==> config.mk <==
export PLATFORM = sky130hd
export DESIGN_NAME = ram_access_arbiter
export DESIGN_NICKNAME = d
export VERILOG_FILES = /design/src/rtl/shared_pkg.sv /design/src/rtl/ram_arb_req_slot.sv /design/src/rtl/ram_access_arbiter.sv
export SDC_FILE = /design/constraint.sdc
export NUM_CORES = 1
export LEC_CHECK = 0
export ABC_AREA = 1
export ABC_CLOCK_PERIOD_IN_PS = 2300
export CAP_MARGIN = 40
export CORE_ASPECT_RATIO = 1.4
export CORE_MARGIN = 2
export CORE_UTILIZATION = 60
export CTS_BUF_LIST = sky130_fd_sc_hd__clkbuf_4 sky130_fd_sc_hd__clkbuf_8 sky130_fd_sc_hd__clkbuf_16
export CTS_CLUSTER_SIZE = 24
export DETAILED_ROUTE_END_ITERATION = 8
export DONT_BUFFER_PORTS = 1
export PLACE_DENSITY = 0.76
export SLEW_MARGIN = 40
export SYNTH_ARGS = -nofsm -noshare
export SYNTH_HDL_FRONTEND = slang
export SYNTH_SLANG_ARGS = --single-unit
==> constraint.sdc <==
create_clock -name clk -period 2.3 [get_ports clk]
set_input_delay 0.69 -clock clk [delete_from_list [all_inputs] [get_ports clk]]
set_output_delay 0.69 -clock clk [all_outputs]
set_load 0.005 [all_outputs]
==> src/rtl/shared_pkg.sv <==
// Shared types for the SPI RAM access arbiter: arbiter states,
// SPI command encoding and the default RAM data width.
package shared_pkg;

   localparam int MEM_WIDTH = 8;

   typedef enum logic [1:0] {
      ARB_IDLE     = 2'd0,
      ARB_LOCKED   = 2'd1,
      ARB_WAIT_RSP = 2'd2
   } arb_state_e;

   typedef enum logic [1:0] {
      WR_ADDR = 2'b00,
      WR_DATA = 2'b01,
      RD_ADDR = 2'b10,
      RD_DATA = 2'b11
   } spi_cmd_e;

   function automatic logic is_addr(spi_cmd_e c);
      return (c == WR_ADDR) || (c == RD_ADDR);
   endfunction

endpackage

==> src/rtl/ram_arb_req_slot.sv <==
// One-deep command capture slot with valid flag and overflow detect.
// Ports: clk, rst_n, cap (capture strobe), din (word), grant (slot
// consumed this edge), valid/word (slot contents), ovf (capture refused).
module ram_arb_req_slot
#(
   parameter int WORD_W = 10
) (
   input  logic              clk,
   input  logic              rst_n,
   input  logic              cap,
   input  logic [WORD_W-1:0] din,
   input  logic              grant,
   output logic              valid,
   output logic [WORD_W-1:0] word,
   output logic              ovf
);
   import shared_pkg::*;

   // A slot being granted on the same edge counts as free, so the
   // incoming word replaces the one leaving and nothing is lost.
   assign ovf = cap && valid && !grant;

   always_ff @(posedge clk or negedge rst_n) begin
      if (!rst_n) begin
         valid <= 1'b0;
         word  <= '0;
      end else if (cap && !ovf) begin
         valid <= 1'b1;
         word  <= din;
      end else if (grant) begin
         valid <= 1'b0;
      end
   end

endmodule

==> src/rtl/ram_access_arbiter.sv <==
// Shares a single-port SPI RAM between the SPI slave (port 0, pulse only)
// and a local host (port 1, valid/ready). Address+data pairs stay atomic
// per requester; read data is routed back to the requester that issued it.
// Ports: s0_* SPI slave side, s1_* host side, ram_* RAM side, err_* sticky
// error flags. Optional: RAM_ARB_TIMEOUT_EN enables the LOCK_TIMEOUT
// forced release; otherwise err_timeout is tied low.
module ram_access_arbiter
#(
   parameter int MEM_WIDTH    = shared_pkg::MEM_WIDTH,
   parameter int LOCK_TIMEOUT = 64
) (
   input  logic                 clk,
   input  logic                 rst_n,
   input  logic [MEM_WIDTH+1:0] s0_rx_data,
   input  logic                 s0_rx_valid,
   output logic                 s0_tx_valid,
   output logic [MEM_WIDTH-1:0] s0_dout,
   input  logic [MEM_WIDTH+1:0] s1_req_data,
   input  logic                 s1_req_valid,
   output logic                 s1_req_ready,
   output logic                 s1_rsp_valid,
   output logic [MEM_WIDTH-1:0] s1_rsp_data,
   output logic [MEM_WIDTH+1:0] ram_rx_data,
   output logic                 ram_rx_valid,
   input  logic                 ram_tx_valid,
   input  logic [MEM_WIDTH-1:0] ram_dout,
   output logic                 err_s0_ovf,
   output logic                 err_unexp_rsp,
   output logic                 err_timeout
);
   import shared_pkg::*;

   localparam int WORD_W = MEM_WIDTH + 2;

   arb_state_e          state;
   logic                owner;
   logic                rr;
   logic                v0, v1;
   logic [WORD_W-1:0]   w0, w1;
   logic                ovf0;
   logic                unused_ovf1;
   logic                gnt0, gnt1, gnt_any;
   logic [WORD_W-1:0]   gnt_word;
   spi_cmd_e            gnt_cmd;
   logic                s1_cap;

   assign s1_req_ready = !v1;
   assign s1_cap       = s1_req_valid && s1_req_ready;

   ram_arb_req_slot #(.WORD_W(WORD_W)) u_slot0 (
      .clk   (clk),
      .rst_n (rst_n),
      .cap   (s0_rx_valid),
      .din   (s0_rx_data),
      .grant (gnt0),
      .valid (v0),
      .word  (w0),
      .ovf   (ovf0)
   );

   // Port 1 only captures when ready, so it can never overflow.
   ram_arb_req_slot #(.WORD_W(WORD_W)) u_slot1 (
      .clk   (clk),
      .rst_n (rst_n),
      .cap   (s1_cap),
      .din   (s1_req_data),
      .grant (gnt1),
      .valid (v1),
      .word  (w1),
      .ovf   (unused_ovf1)
   );

   always_comb begin
      gnt0 = 1'b0;
      gnt1 = 1'b0;
      unique case (state)
         ARB_IDLE: begin
            if (v0 && v1) begin
               gnt0 = !rr;
               gnt1 = rr;
            end else begin
               gnt0 = v0;
               gnt1 = v1;
            end
         end
         ARB_LOCKED: begin
            gnt0 = v0 && !owner;
            gnt1 = v1 && owner;
         end
         default: ;
      endcase
   end

   assign gnt_any  = gnt0 || gnt1;
   assign gnt_word = gnt1 ? w1 : w0;
   assign gnt_cmd  = spi_cmd_e'(gnt_word[MEM_WIDTH+1:MEM_WIDTH]);

`ifdef RAM_ARB_TIMEOUT_EN
   localparam int TMO_W = $clog2(LOCK_TIMEOUT + 1);
   logic [TMO_W-1:0] tmo_cnt;
   logic             tmo_hit;
   assign tmo_hit = (tmo_cnt == TMO_W'(LOCK_TIMEOUT - 1));
`else
   localparam int unused_lock_timeout = LOCK_TIMEOUT;
   assign err_timeout = 1'b0;
`endif

   always_ff @(posedge clk or negedge rst_n) begin
      if (!rst_n) begin
         state         <= ARB_IDLE;
         owner         <= 1'b0;
         rr            <= 1'b0;
         ram_rx_valid  <= 1'b0;
         ram_rx_data   <= '0;
         s0_tx_valid   <= 1'b0;
         s0_dout       <= '0;
         s1_rsp_valid  <= 1'b0;
         s1_rsp_data   <= '0;
         err_s0_ovf    <= 1'b0;
         err_unexp_rsp <= 1'b0;
`ifdef RAM_ARB_TIMEOUT_EN
         tmo_cnt       <= '0;
         err_timeout   <= 1'b0;
`endif
      end else begin
         ram_rx_valid <= gnt_any;
         if (gnt_any)
            ram_rx_data <= gnt_word;
         s0_tx_valid  <= 1'b0;
         s1_rsp_valid <= 1'b0;
         if (ovf0)
            err_s0_ovf <= 1'b1;
         if (ram_tx_valid && (state != ARB_WAIT_RSP))
            err_unexp_rsp <= 1'b1;
`ifdef RAM_ARB_TIMEOUT_EN
         tmo_cnt <= tmo_cnt + TMO_W'(1);
`endif
         unique case (state)
            ARB_IDLE: begin
               if (gnt_any) begin
                  rr    <= !gnt1;
                  owner <= gnt1;
`ifdef RAM_ARB_TIMEOUT_EN
                  tmo_cnt <= '0;
`endif
                  if (is_addr(gnt_cmd))
                     state <= ARB_LOCKED;
                  else if (gnt_cmd == RD_DATA)
                     state <= ARB_WAIT_RSP;
               end
            end
            ARB_LOCKED: begin
               // A real grant is progress and wins over a same-edge timeout.
               if (gnt_any) begin
                  if (gnt_cmd == WR_DATA) begin
                     state <= ARB_IDLE;
                  end else if (gnt_cmd == RD_DATA) begin
                     state <= ARB_WAIT_RSP;
`ifdef RAM_ARB_TIMEOUT_EN
                     tmo_cnt <= '0;
`endif
                  end
               end
`ifdef RAM_ARB_TIMEOUT_EN
               else if (tmo_hit) begin
                  state       <= ARB_IDLE;
                  rr          <= !owner;
                  err_timeout <= 1'b1;
               end
`endif
            end
            ARB_WAIT_RSP: begin
               if (ram_tx_valid) begin
                  if (owner) begin
                     s1_rsp_valid <= 1'b1;
                     s1_rsp_data  <= ram_dout;
                  end else begin
                     s0_tx_valid <= 1'b1;
                     s0_dout     <= ram_dout;
                  end
                  state <= ARB_IDLE;
               end
`ifdef RAM_ARB_TIMEOUT_EN
               else if (tmo_hit) begin
                  state       <= ARB_IDLE;
                  rr          <= !owner;
                  err_timeout <= 1'b1;
               end
`endif
            end
            default: state <= ARB_IDLE;
         endcase
      end
   end

endmodule
# Yosys cells after proc, flatten, opt, wreduce, memory -nomap -nowiden

Cells that the tools add are included.

Register bits after elaboration: 57

Equality and inequality tests: 9
Mux-type cells: 22
Bitwise operators: 1
Reductions and logical operators: 28

Operator list:

| kind                                                | number |
|---|---|
| 2-to-1 mux 1 bit                                    | 12 |
| 2-to-1 mux 2 bit                                    | 6 |
| logical AND 1 bit                                   | 11 |
| 2-to-1 mux 10 bit                                   | 1 |
| AND reduction 3 bit                                 | 3 |
| inequality test 2 bit, second input constant        | 4 |
| logical NOT 1 bit                                   | 7 |
| equality test 2 bit, second input constant          | 3 |
| case mux 2 bit (3 select lines)                     | 1 |
| equality test 2 x 1 -> 1 bit, second input constant | 2 |
| logical NOT 2 bit                                   | 2 |
| case mux 1 bit (2 select lines)                     | 2 |
| nonzero test 2 bit                                  | 2 |
| logical OR 1 bit                                    | 2 |
| AND reduction 2 bit                                 | 1 |
| inverter 1 bit                                      | 1 |

# Depth between registers and ports, before layout

Gate-level depths: netlist of run 1.

Depth in word-level cells: 9
Mapped depth: 10
Mapped depth without buffers: 9

# Modules after synthesis

A second synthesis of run 1 with hierarchy kept.

Cells, all modules: 283
Area total of the unflattened synthesis: 2479.9 µm²

Modules (own cells, without submodules):

| module             | times used | cells each | area an instance (µm²) |
|---|---|---|---|
| ram_access_arbiter | 1          | 185        | 1539.0 |
| ram_arb_req_slot   | 2          | 49         | 470.5 |

# Worst setup path before layout of run 1

Ideal clock, no wire load.

Kind: input -> register
Start: input s1_req_valid
End: register u_slot1.word[1]
Data arrival time: 1.288 ns
Data required time: 2.175 ns
Path slack: 0.887 ns
Cell stages on the path: 3
Buffers on the path: 1
Cells stage by stage: nand2_1 -> buf_2 -> mux2_2

Cells in the longest elaborated chain, start to end: 5

Ends and longest elaborated chain:

| element                         | line                     | RTL |
|---|---|---|
| start: declaration              | ram_access_arbiter.sv:19 | `input logic s1_req_valid,` |
| logical AND 1 bit *             | ram_access_arbiter.sv:48 | `assign s1_cap = s1_req_valid && s1_req_ready;` |
| logical AND 1 bit (2 in series) | ram_arb_req_slot.sv:21   | `assign ovf = cap && valid && !grant;` |
| logical NOT 1 bit               | ram_arb_req_slot.sv:27   | `end else if (cap && !ovf) begin` |
| logical AND 1 bit *             | ram_arb_req_slot.sv:27   |  |
| end signal: assignment          | ram_arb_req_slot.sv:29   | `word <= din;` |
| end: declaration                | ram_arb_req_slot.sv:14   | `output logic [WORD_W-1:0] word,` |

Every way passes the cells marked *; elsewhere a longest branch is shown, timed or not.
A chain may end at the register's enable or synchronous reset.

# Worst setup path after layout of run 1

Start: register u_slot1.valid
End: output s1_req_ready

Cells in the longest elaborated chain, start to end: 1

Ends and longest elaborated chain:

| element                  | line                     | RTL |
|---|---|---|
| start: declaration       | ram_arb_req_slot.sv:13   | `output logic valid,` |
| start signal: assignment | ram_arb_req_slot.sv:25   | `valid <= 1'b0;` |
| start signal: assignment | ram_arb_req_slot.sv:28   | `valid <= 1'b1;` |
| start signal: assignment | ram_arb_req_slot.sv:31   | `valid <= 1'b0;` |
| logical NOT 1 bit        | ram_access_arbiter.sv:47 | `assign s1_req_ready = !v1;` |
| end: declaration         | ram_access_arbiter.sv:20 | `output logic s1_req_ready,` |

No other way between the ends.

==> results.ini, run 1 <==
[finish]
nets=284
layout-drive-gt1-share_pct=15.69
layout_common_cells=87 x nand2_1, 57 x dfrtp_1, 30 x nand3_1
multi_input_area_um2=829.5
ff_latch_area_um2=1426
nFillCells=317
diodes=0
area_delta_synth_final_pct=9.201
layout_commonest_cell=nand2_1

[synthesis]
postSynthCellCount=247
ys_warn_count=0
netlist-cell-type-count=23
syn_area_um2=2380
synth_seq_cells=57
syn_avg_cell_area_um2=9.635
syn_nets=280
yosys.area.top_type=dfrtp_1
seq_area_frac_synth_pct=59.94
synth_top_area_share_pct=59.94
synth.area.top_cells=dfrtp_1 60%, nand2_1 14%, nand3_1 6.3%

[clock_network]
clock_latency_ns=0.32
h-tree-depth=3
ctsResizeCount=0
clkSinkCount=57
hold_buffers=0
cts_buffers=9
path_clk_slew_ns=0.06
cts_buffer_depth=2
cts_root_buf=clkbuf_8
cts_tree=yes
cts_setup_buffers=0

[sta]
fin_skew_ns=0.007072
fin_ws_ns=0.6517
hold_viol=0
max_slew_margin_pct=63.45
finalCritPeriodShare_pct=71.67
grt_setup_unrepaired=false
period_needed_ns=1.648
slew_violations=0
fmax_mhz=606.7
fin_tns_setup_ns=0
tightest_slew_ns=0.5467
setup_viol=0

[floorplanning]
core_area_um2=3885
die_x_um=57.23
die_y_um=78.52
start_util_pct=61.26
ioPinCount=66
rows=27
die-area_um2=4493

[pwr]
switching_share_pct=36.63
p_leak_nw=1.350
pwr-share-seq_pct=44.6
clkPwrFrac_pct=24.3
combinationalPowerShare_pct=31.1
p_int_mw=2.523
p_sw_mw=1.458
peakVddDrop_uv=1166
power_mw=3.981
pwr_density_cell_nw_per_um2=1532

[critical_path]
cp.required_ns=1.61
cp_max_fo=7
crit_buf_inv=1
cp-start-kind=flip-flop
crit_arrival_ns=0.96
timing.critical_path.cells=inv_1
cp-end-kind=output port
path_delay_family=flip-flops
slowest_stage=dfrtp_1
critPathMaxStageDelay_ns=0.50
criticalPathCategory=flip-flop to output port

[grt]
grt_overflow=0
grt_pass1_vias=1584
antenna_found_initial=0
grt_max_degree=58
track_usage_pct=20.69
grt_pass1_wl_um=7065

[placed_design]
port_buffers=0
dp_slack_ns=0.7339
gp_congestion=0.8506
dp_hpwl_um=3039

[route]
drt-initial-drc-count=78
num_vias=1619
drc_errors=0
viasPerCell=5.433
wl_um=4239
firstDrtPassIters=4
wl_per_cell_um=14.22
drtAntennaViolNets=0

[run]
drv_cap=0

[min_path]
worstHoldPathType=input port to async pin

[run_status]
status=complete, no violations

through the flow:
stage,cell area (um2),cells,utilization [%],hold slack [ns]
6_report,2599,298,66.89,0.05707
5_1_grt,2599,298,66.89,0.03291
4_1_cts,2599,298,66.89,0.04565
3_3_place_gp,2385,283,61.38,0.3956
3_5_place_dp,2385,283,61.38,0.3955
2_1_floorplan,2380,247,-,0.3944
worst paths after layout:
check                           startpoint               to  slack [ns]  cells after the start
hold reg to reg            u_slot0.word[3]  u_slot0.word[3]        0.47                      2
setup reg to reg             u_slot1.valid  u_slot1.word[9]        0.76                      3
hold / removal                       rst_n  u_slot1.word[0]        0.06                      0
setup / recovery             u_slot1.valid     s1_req_ready        0.65                      1
max in group asynchronous            rst_n  u_slot0.word[0]        2.15                      0
min in group clk           u_slot0.word[3]  u_slot0.word[3]        0.47                      2
cells in the mapped netlist:
master,instances
nor2_2,1
buf_4,2
nor2_1,2
nand4_1,1
nand3_2,1
conb_1,1
nand3_1,30
dfrtp_1,57
o211ai_2,1
nor2_4,2
clkbuf_1,1
nand2_2,3
buf_6,2
nand2_1,87
nand2_4,3
mux2_2,10
o21ai_0,17
inv_2,2
buf_2,3
inv_1,16
o21bai_1,2
a21oi_2,1
o21ai_1,2
routing by layer:
metal	vias up	share of wire [%]	GRT usage (%)
met1	753	44	26.08
met4	0	0.85	8.372
li1	797	-	-
met5	-	0	0
met3	4	7.7	8.237
met2	65	48	31.72
registers in the layout (all words and copies together), names as in the netlist:
name	cells
err_s0_ovf	1
s0_dout	8
state	2
err_unexp_rsp	1
u_slot0.valid	1
owner	1
rr	1
s1_rsp_valid	1
u_slot0.word	10
s0_tx_valid	1
u_slot1.word	10
u_slot1.valid	1
ram_rx_data	10
ram_rx_valid	1
s1_rsp_data	8
kinds of logic after synthesis:
family | share of synthesized area (%)
AND/OR/NAND/NOR | 24.45
flip-flops | 59.94
buffers and inverters | 5.205
AO/OA/AOI/OAI | 5.520
multiplexers | 4.732
other | 0.1576
power by group through the flow:
stage	registers, mW	clock network (mW)	logic, mW
4_1_cts	1.78	0.986	1.26
3_3_place_gp	1.77	0	1.21
2_1_floorplan	1.69	0	1.12
3_5_place_dp	1.78	0	1.25
5_1_grt	1.83	1.03	1.45
6_report	1.78	0.969	1.24
cell type report:
class                   instances  share of cell area [%]
well taps                      43                   2.070
multi-input cells             164                   31.92
repair buffers                  1                  0.2889
inverters                      18                   2.600
clock inverters                 2                   1.348
clock buffers                  13                   6.885
flip-flops and latches         57                   54.89
Power figures use the tool's default switching activity.
==> inputs of run 2 (changes only) <==
--- a/config.mk
+++ b/config.mk
@@ -6,7 +6,7 @@
 export NUM_CORES = 1
 export LEC_CHECK = 0
 export ABC_AREA = 1
-export ABC_CLOCK_PERIOD_IN_PS = 2300
+export ABC_CLOCK_PERIOD_IN_PS = 1600
 export CAP_MARGIN = 40
 export CORE_ASPECT_RATIO = 1.4
 export CORE_MARGIN = 2
==> constraint.sdc (replaced) <==
create_clock -name clk -period 1.6 [get_ports clk]
set_input_delay 0.48 -clock clk [delete_from_list [all_inputs] [get_ports clk]]
set_output_delay 0.48 -clock clk [all_outputs]
set_load 0.005 [all_outputs]
==> run 2 against run 1 <==
Non-clock buffer count increased by 3. Register-to-register slack got worse by 0.62 ns. Die area unchanged. Critical path depth increased by 7. Critical endpoint is now ram_rx_data[3]. The run now ends with hold timing left.
==> results.ini, run 2 (synthesis results as in run 1) <==
[sta]
whs_ns=-0.1535  ; -0.2106 ns
setup_viol=0  ; unchanged
finalCritPeriodShare_pct=91.56
period_needed_ns=1.465
fin_tns_setup_ns=0  ; unchanged
slew_violations=0  ; unchanged
fin_skew_ns=0.008248  ; +0.001176 ns
hold_viol=57  ; +57
grt_setup_unrepaired=false
fmax_mhz=682.6

[floorplanning]
die_x_um=57.23  ; unchanged
ioPinCount=66  ; unchanged
core_area_um2=3885  ; unchanged
die-area_um2=4493  ; unchanged
rows=27  ; unchanged
die_y_um=78.52  ; unchanged
start_util_pct=61.26  ; unchanged

[critical_path]
cp.required_ns=1.81  ; +0.20 ns
cp_max_fo=11  ; +4
slowest_stage=dfrtp_1
crit_arrival_ns=1.67  ; +0.71 ns
path_delay_family=simple AND/OR/NAND/NOR gates
cp-end-kind=flip-flop
critPathMaxStageDelay_ns=0.47  ; -0.03 ns
cp-start-kind=flip-flop
crit_buf_inv=1  ; unchanged
criticalPathCategory=flip-flop to flip-flop
timing.critical_path.cells=nor2_4 > nand2_1 > nand2_2 > nand2_4 > nand2_4 > inv_2 > nand2_1 > nand3_1

[pwr]
pwr_density_cell_nw_per_um2=2275  ; +48%
combinationalPowerShare_pct=30.2  ; -0.9 points
p_int_mw=3.922  ; +55%
p_sw_mw=2.143  ; +47%
pwr-share-seq_pct=42.1  ; -2.5 points
p_leak_nw=1.381  ; +2.3%
peakVddDrop_uv=1636  ; +40%
switching_share_pct=35.33  ; -1.3 points
clkPwrFrac_pct=27.7  ; +3.4 points

[placed_design]
dp_hpwl_um=3106  ; +2.2%
dp.cells=285  ; +0.71%
port_buffers=0  ; unchanged
place_area_um2=2400  ; +0.63%
gp_congestion=0.8437  ; -0.81%

[clock_network]
clkSinkCount=57  ; unchanged
cts_root_buf=clkbuf_8
cts_tree=yes
path_clk_slew_ns=0.07  ; about the same
cts_buffers=9  ; unchanged
clock_latency_ns=0.32  ; about the same
h-tree-depth=3  ; unchanged
cts_buffer_depth=2  ; unchanged

[finish]
nets=287  ; +1.1%
layout_common_cells=87 x nand2_1, 56 x dfrtp_1, 30 x nand3_1
area_delta_synth_final_pct=12.04
diodes=0  ; unchanged
layout_commonest_cell=nand2_1
top_regs=ram_rx_data (10), u_slot0.word (10), u_slot1.word (10)
final_cells=302  ; +1.3%
nFillCells=304  ; -4.1%
stdcell_area_um2=2666  ; +2.6%
layout-drive-gt1-share_pct=17.37  ; +1.7 points

[run]
drv_cap=0  ; unchanged

[route]
wl_um=4330  ; +2.1%
drc_errors=0  ; unchanged
num_vias=1651  ; +2.0%
drt-initial-drc-count=94  ; +21%
firstDrtPassIters=4  ; unchanged
drtAntennaViolNets=0  ; unchanged
wl_per_cell_um=14.34  ; +0.79%
viasPerCell=5.467  ; +0.63%

[grt]
grt_max_degree=58  ; unchanged
busiest_layer=met2
met1_usage_pct=24.92  ; -1.2 points
grt_overflow=0  ; unchanged
grt_pass1_wl_um=7051  ; -0.20%
grt_pass1_vias=1571  ; -0.82%
track_usage_pct=21.12  ; +0.43 points
antenna_found_initial=0  ; unchanged
use_met2_pct=32.99  ; +1.3 points
use_met3_pct=9.885  ; +1.6 points

[run_status]
status=finished, violations left
violations=hold timing

[min_path]
worstHoldPathType=input port to async pin

run 2: changes by cell type in the layout (fill, tap and decap cells not counted), sizes merged:
cell,delta
bufinv,+2
clkbuf,-1
buf,+3
run 2: worst reg2reg max path, cell delays in order (launching register included):
cell and delay [ns]:
dfrtp_1 0.47, nor2_4 0.20, nand2_1 0.08, nand2_2 0.09, nand2_4 0.10, nand2_4 0.15
inv_2 0.11, nand2_1 0.08, nand3_1 0.06
run 2: path summary, 6_finish.rpt:
path,endpoint,slack (ns),cells past startpoint,startpoint
setup / recovery,ram_rx_data[3],0.14,8,state[0]
hold / removal,u_slot1.word[2],-0.15,0,rst_n
setup reg to reg,ram_rx_data[3],0.14,8,state[0]
hold reg to reg,u_slot0.word[6],0.47,2,u_slot0.word[6]
max in group asynchronous,u_slot0.word[7],1.66,0,rst_n
min in group clk,u_slot0.valid,0.27,2,s0_rx_valid
run 2: repair_timing:
item | CTS | global route
resized for setup | 0 | 1
buffers inserted | 0 | 1
setup endpoints to repair | 0 | 1
hold endpoints to repair | 57 | 57
run 2: power groups by stage:
| stage | combinational, mW | clock, mW | sequential (mW) |
|---|---|---|---|
| after floorplan | 1.61 | 0 | 2.43 |
| after global placement | 1.74 | 0 | 2.57 |
| after detailed placement | 1.82 | 0 | 2.57 |
| after CTS | 1.83 | 1.70 | 2.55 |
| after global routing | 2.10 | 1.76 | 2.63 |
| final | 1.83 | 1.68 | 2.56 |
run 2: metrics by stage:
stage	util [%]	total power, mW	setup slack (ns)
2_1_floorplan	-	4.040	0.2881
3_3_place_gp	61.77	4.312	0.2015
3_5_place_dp	61.77	4.387	0.1314
4_1_cts	68.41	6.086	0.1198
5_1_grt	68.63	6.497	0.001495
6_report	68.63	6.065	0.1351
run 2: final cells by class:
cell class                      instances  area (um2)  share of cell area [%]
Sequential cell                        57        1428                   53.54
Multi-Input combinational cell        164       829.5                   31.11
Clock buffer                           12       158.9                   5.960
Clock inverter                          4       98.84                   3.707
Inverter                               18       67.56                   2.534
Tap cell                               43       53.80                   2.018
Timing Repair Buffer                    4       30.03                   1.126
run 2: routing by layer:
layer	up-vias	wire length, um	part of all wire, %
met5	-	0	0
met4	0	65	1.5
met3	7	375	8.7
met2	72	2058	48
met1	766	1830	42
li1	806	-	-
==> inputs of run 3 (changes only) <==
--- a/config.mk
+++ b/config.mk
@@ -7,15 +7,15 @@
 export LEC_CHECK = 0
 export ABC_AREA = 1
 export ABC_CLOCK_PERIOD_IN_PS = 1600
+export BUFFER_PORTS_ARGS = -buffer_cell sky130_fd_sc_hd__buf_4
 export CAP_MARGIN = 40
 export CORE_ASPECT_RATIO = 1.4
 export CORE_MARGIN = 2
-export CORE_UTILIZATION = 60
+export CORE_UTILIZATION = 51
 export CTS_BUF_LIST = sky130_fd_sc_hd__clkbuf_4 sky130_fd_sc_hd__clkbuf_8 sky130_fd_sc_hd__clkbuf_16
 export CTS_CLUSTER_SIZE = 24
 export DETAILED_ROUTE_END_ITERATION = 8
-export DONT_BUFFER_PORTS = 1
-export PLACE_DENSITY = 0.76
+export PLACE_DENSITY = 0.78
 export SLEW_MARGIN = 40
 export SYNTH_ARGS = -nofsm -noshare
 export SYNTH_HDL_FRONTEND = slang
==> run 3 against run 2 <==
The flow now finishes without violations. Sequential cell count unchanged. Clock power down 35%. Hold slack better by 0.17 ns. Clock skew down 0.0044 ns. Critical endpoint is now s1_req_ready.
==> results.ini, run 3 (synthesis results as in run 1) <==
[run_status]
status=complete, no violations

[pwr]
pwr-share-seq_pct=42.1  ; about the same
power_mw=5.967  ; -1.6%
pwr_density_cell_nw_per_um2=1935  ; -15%
clkPwrFrac_pct=18.2  ; -9.5 points
switching_share_pct=36.90  ; +1.6 points
p_sw_mw=2.202  ; +2.7%
p_int_mw=3.765  ; -4.0%
p_leak_nw=1.656  ; +20%
combinationalPowerShare_pct=39.7  ; +9.5 points
peakVddDrop_uv=1140  ; -30%

[finish]
diodes=0  ; unchanged
nets=351  ; +22%
top_regs=ram_rx_data (10), u_slot0.word (10), u_slot1.word (10)
nFillCells=399  ; +31%
layout_common_cells=87 x nand2_1, 67 x buf_4, 56 x dfrtp_1
layout-drive-gt1-share_pct=33.13  ; +16 points
layout_commonest_cell=nand2_1
area_delta_synth_final_pct=29.55
final_cells=382  ; +26%

[critical_path]
cp-start-kind=flip-flop
path_delay_family=flip-flops
timing.rr.end=ram_rx_data[4]
cp_max_fo=7  ; -4
reg2reg_from=state[0]
worstRegToRegCells=8  ; unchanged
rrSetupSlack_ns=0.16  ; +0.02 ns
crit_arrival_ns=1.01  ; -0.66 ns
criticalPathCategory=flip-flop to output port
cp.required_ns=1.12  ; -0.69 ns
timing.critical_path.cells=inv_1 > buf_4
cp-startpoint=u_slot1.valid
crit_end=s1_req_ready
cp-end-kind=output port
slowest_stage=dfrtp_2
crit_buf_inv=2  ; +1
critPathMaxStageDelay_ns=0.46  ; about the same
cp.depth=2  ; -6

[run]
drv_cap=0  ; unchanged

[route]
wl_per_cell_um=12.55  ; -12%
drt-initial-drc-count=47  ; -50%
viasPerCell=4.877  ; -11%
drtAntennaViolNets=0  ; unchanged
drc_errors=0  ; unchanged
num_vias=1863  ; +13%
firstDrtPassIters=4  ; unchanged
wl_um=4795  ; +11%

[clock_network]
clkSinkCount=57  ; unchanged
path_clk_slew_ns=0.05  ; -0.02 ns
cts_tree=yes
cts_setup_buffers=0  ; unchanged
hold_buffers=0
ctsResizeCount=0  ; unchanged
cts_buffer_depth=2  ; unchanged
h-tree-depth=3  ; unchanged
cts_buffers=9  ; unchanged
clock_latency_ns=0.33  ; about the same
cts_root_buf=clkbuf_8

[grt]
antenna_found_initial=0  ; unchanged
grt_pass1_wl_um=8245  ; +17%
grt_max_degree=39  ; -33%
track_usage_pct=21.88  ; +0.76 points
grt_overflow=0  ; unchanged
grt_pass1_vias=1891  ; +20%

[floorplanning]
core_area_um2=4499  ; +16%
die-area_um2=5236  ; +17%
die_y_um=84.83  ; +8.0%
die_x_um=61.73  ; +7.9%
start_util_pct=52.89  ; -8.4 points
ioPinCount=66  ; unchanged
rows=29  ; +7.4%

[placed_design]
gp_congestion=0.8831  ; +4.7%
dp_hpwl_um=3733  ; +20%
dp_slack_ns=0.1527  ; +0.02132 ns
port_buffers=64  ; +64
dp.cells=369  ; +29%

[sta]
fin_skew_ns=0.003876  ; -0.004372 ns
slew_violations=0  ; unchanged
hold_viol=0  ; -100%
setup_viol=0  ; unchanged
fmax_mhz=669.5  ; -1.9%
grt_setup_unrepaired=false
finalCritPeriodShare_pct=93.35  ; +1.8 points
fin_ws_ns=0.1063  ; -0.02874 ns
fin_tns_setup_ns=0  ; unchanged
period_needed_ns=1.494  ; +0.02874 ns

[min_path]
worstHoldPathType=input port to async pin

-- run 3: per-layer routing --
| layer | global-route usage [%] | vias up | share of wire [%] |
|---|---|---|---|
| li1 | - | 932 | - |
| met5 | 0 | - | 0 |
| met4 | 9.671 | 0 | 2.6 |
| met1 | 24.07 | 858 | 39 |
| met2 | 35.02 | 60 | 51 |
| met3 | 10.37 | 13 | 7.0 |
-- run 3: worst reg2reg max path, cell delays in order (launching register included) --
cell,delay (ns)
dfrtp_1,0.47
nor2_4,0.18
nand2_1,0.09
nand2_2,0.09
nand2_4,0.09
nand2_4,0.15
inv_2,0.11
nand2_1,0.07
nand3_1,0.06
-- run 3: per-stage QoR --
step / hold slack [ns] / cell area (um2) / utilization [%]
5_1_grt: 0.008922 / 3083 / 68.52
4_1_cts: 0.01738 / 3082 / 68.49
3_5_place_dp: 0.3685 / 2924 / 64.99
6_report: 0.01906 / 3083 / 68.52
3_3_place_gp: 0.3682 / 2924 / 64.99
2_1_floorplan: 0.1844 / 2380 / -
-- run 3: area by class of cell --
class | instances | area, um2 | share of cell area [%]
Multi-Input combinational cell | 164 | 829.5 | 26.91
Tap cell | 62 | 77.57 | 2.516
Inverter | 18 | 67.56 | 2.192
Sequential cell | 57 | 1428 | 46.31
Clock inverter | 1 | 5.005 | 0.1623
Clock buffer | 12 | 152.6 | 4.951
Timing Repair Buffer | 68 | 523.0 | 16.96
-- run 3: how the worst min path moves through the flow --
stage / from / depth (start not counted) / end
2_1_floorplan: rst_n / 0 / err_s0_ovf
3_3_place_gp: rst_n / 1 / s0_dout[1]
3_5_place_dp: rst_n / 1 / s1_rsp_data[1]
4_1_cts: rst_n / 1 / s1_rsp_data[1]
5_1_grt: rst_n / 1 / s1_rsp_data[1]
6_report: rst_n / 1 / s1_rsp_data[1]
-- run 3: power groups by stage --
| stage | sequential (mW) | combinational [mW] | clock [mW] |
|---|---|---|---|
| floorplan | 2.43 | 1.61 | 0 |
| global placement | 2.51 | 2.31 | 0 |
| detailed placement | 2.52 | 2.41 | 0 |
| CTS | 2.51 | 2.41 | 1.12 |
| global route | 2.59 | 2.72 | 1.19 |
| finish | 2.51 | 2.37 | 1.09 |
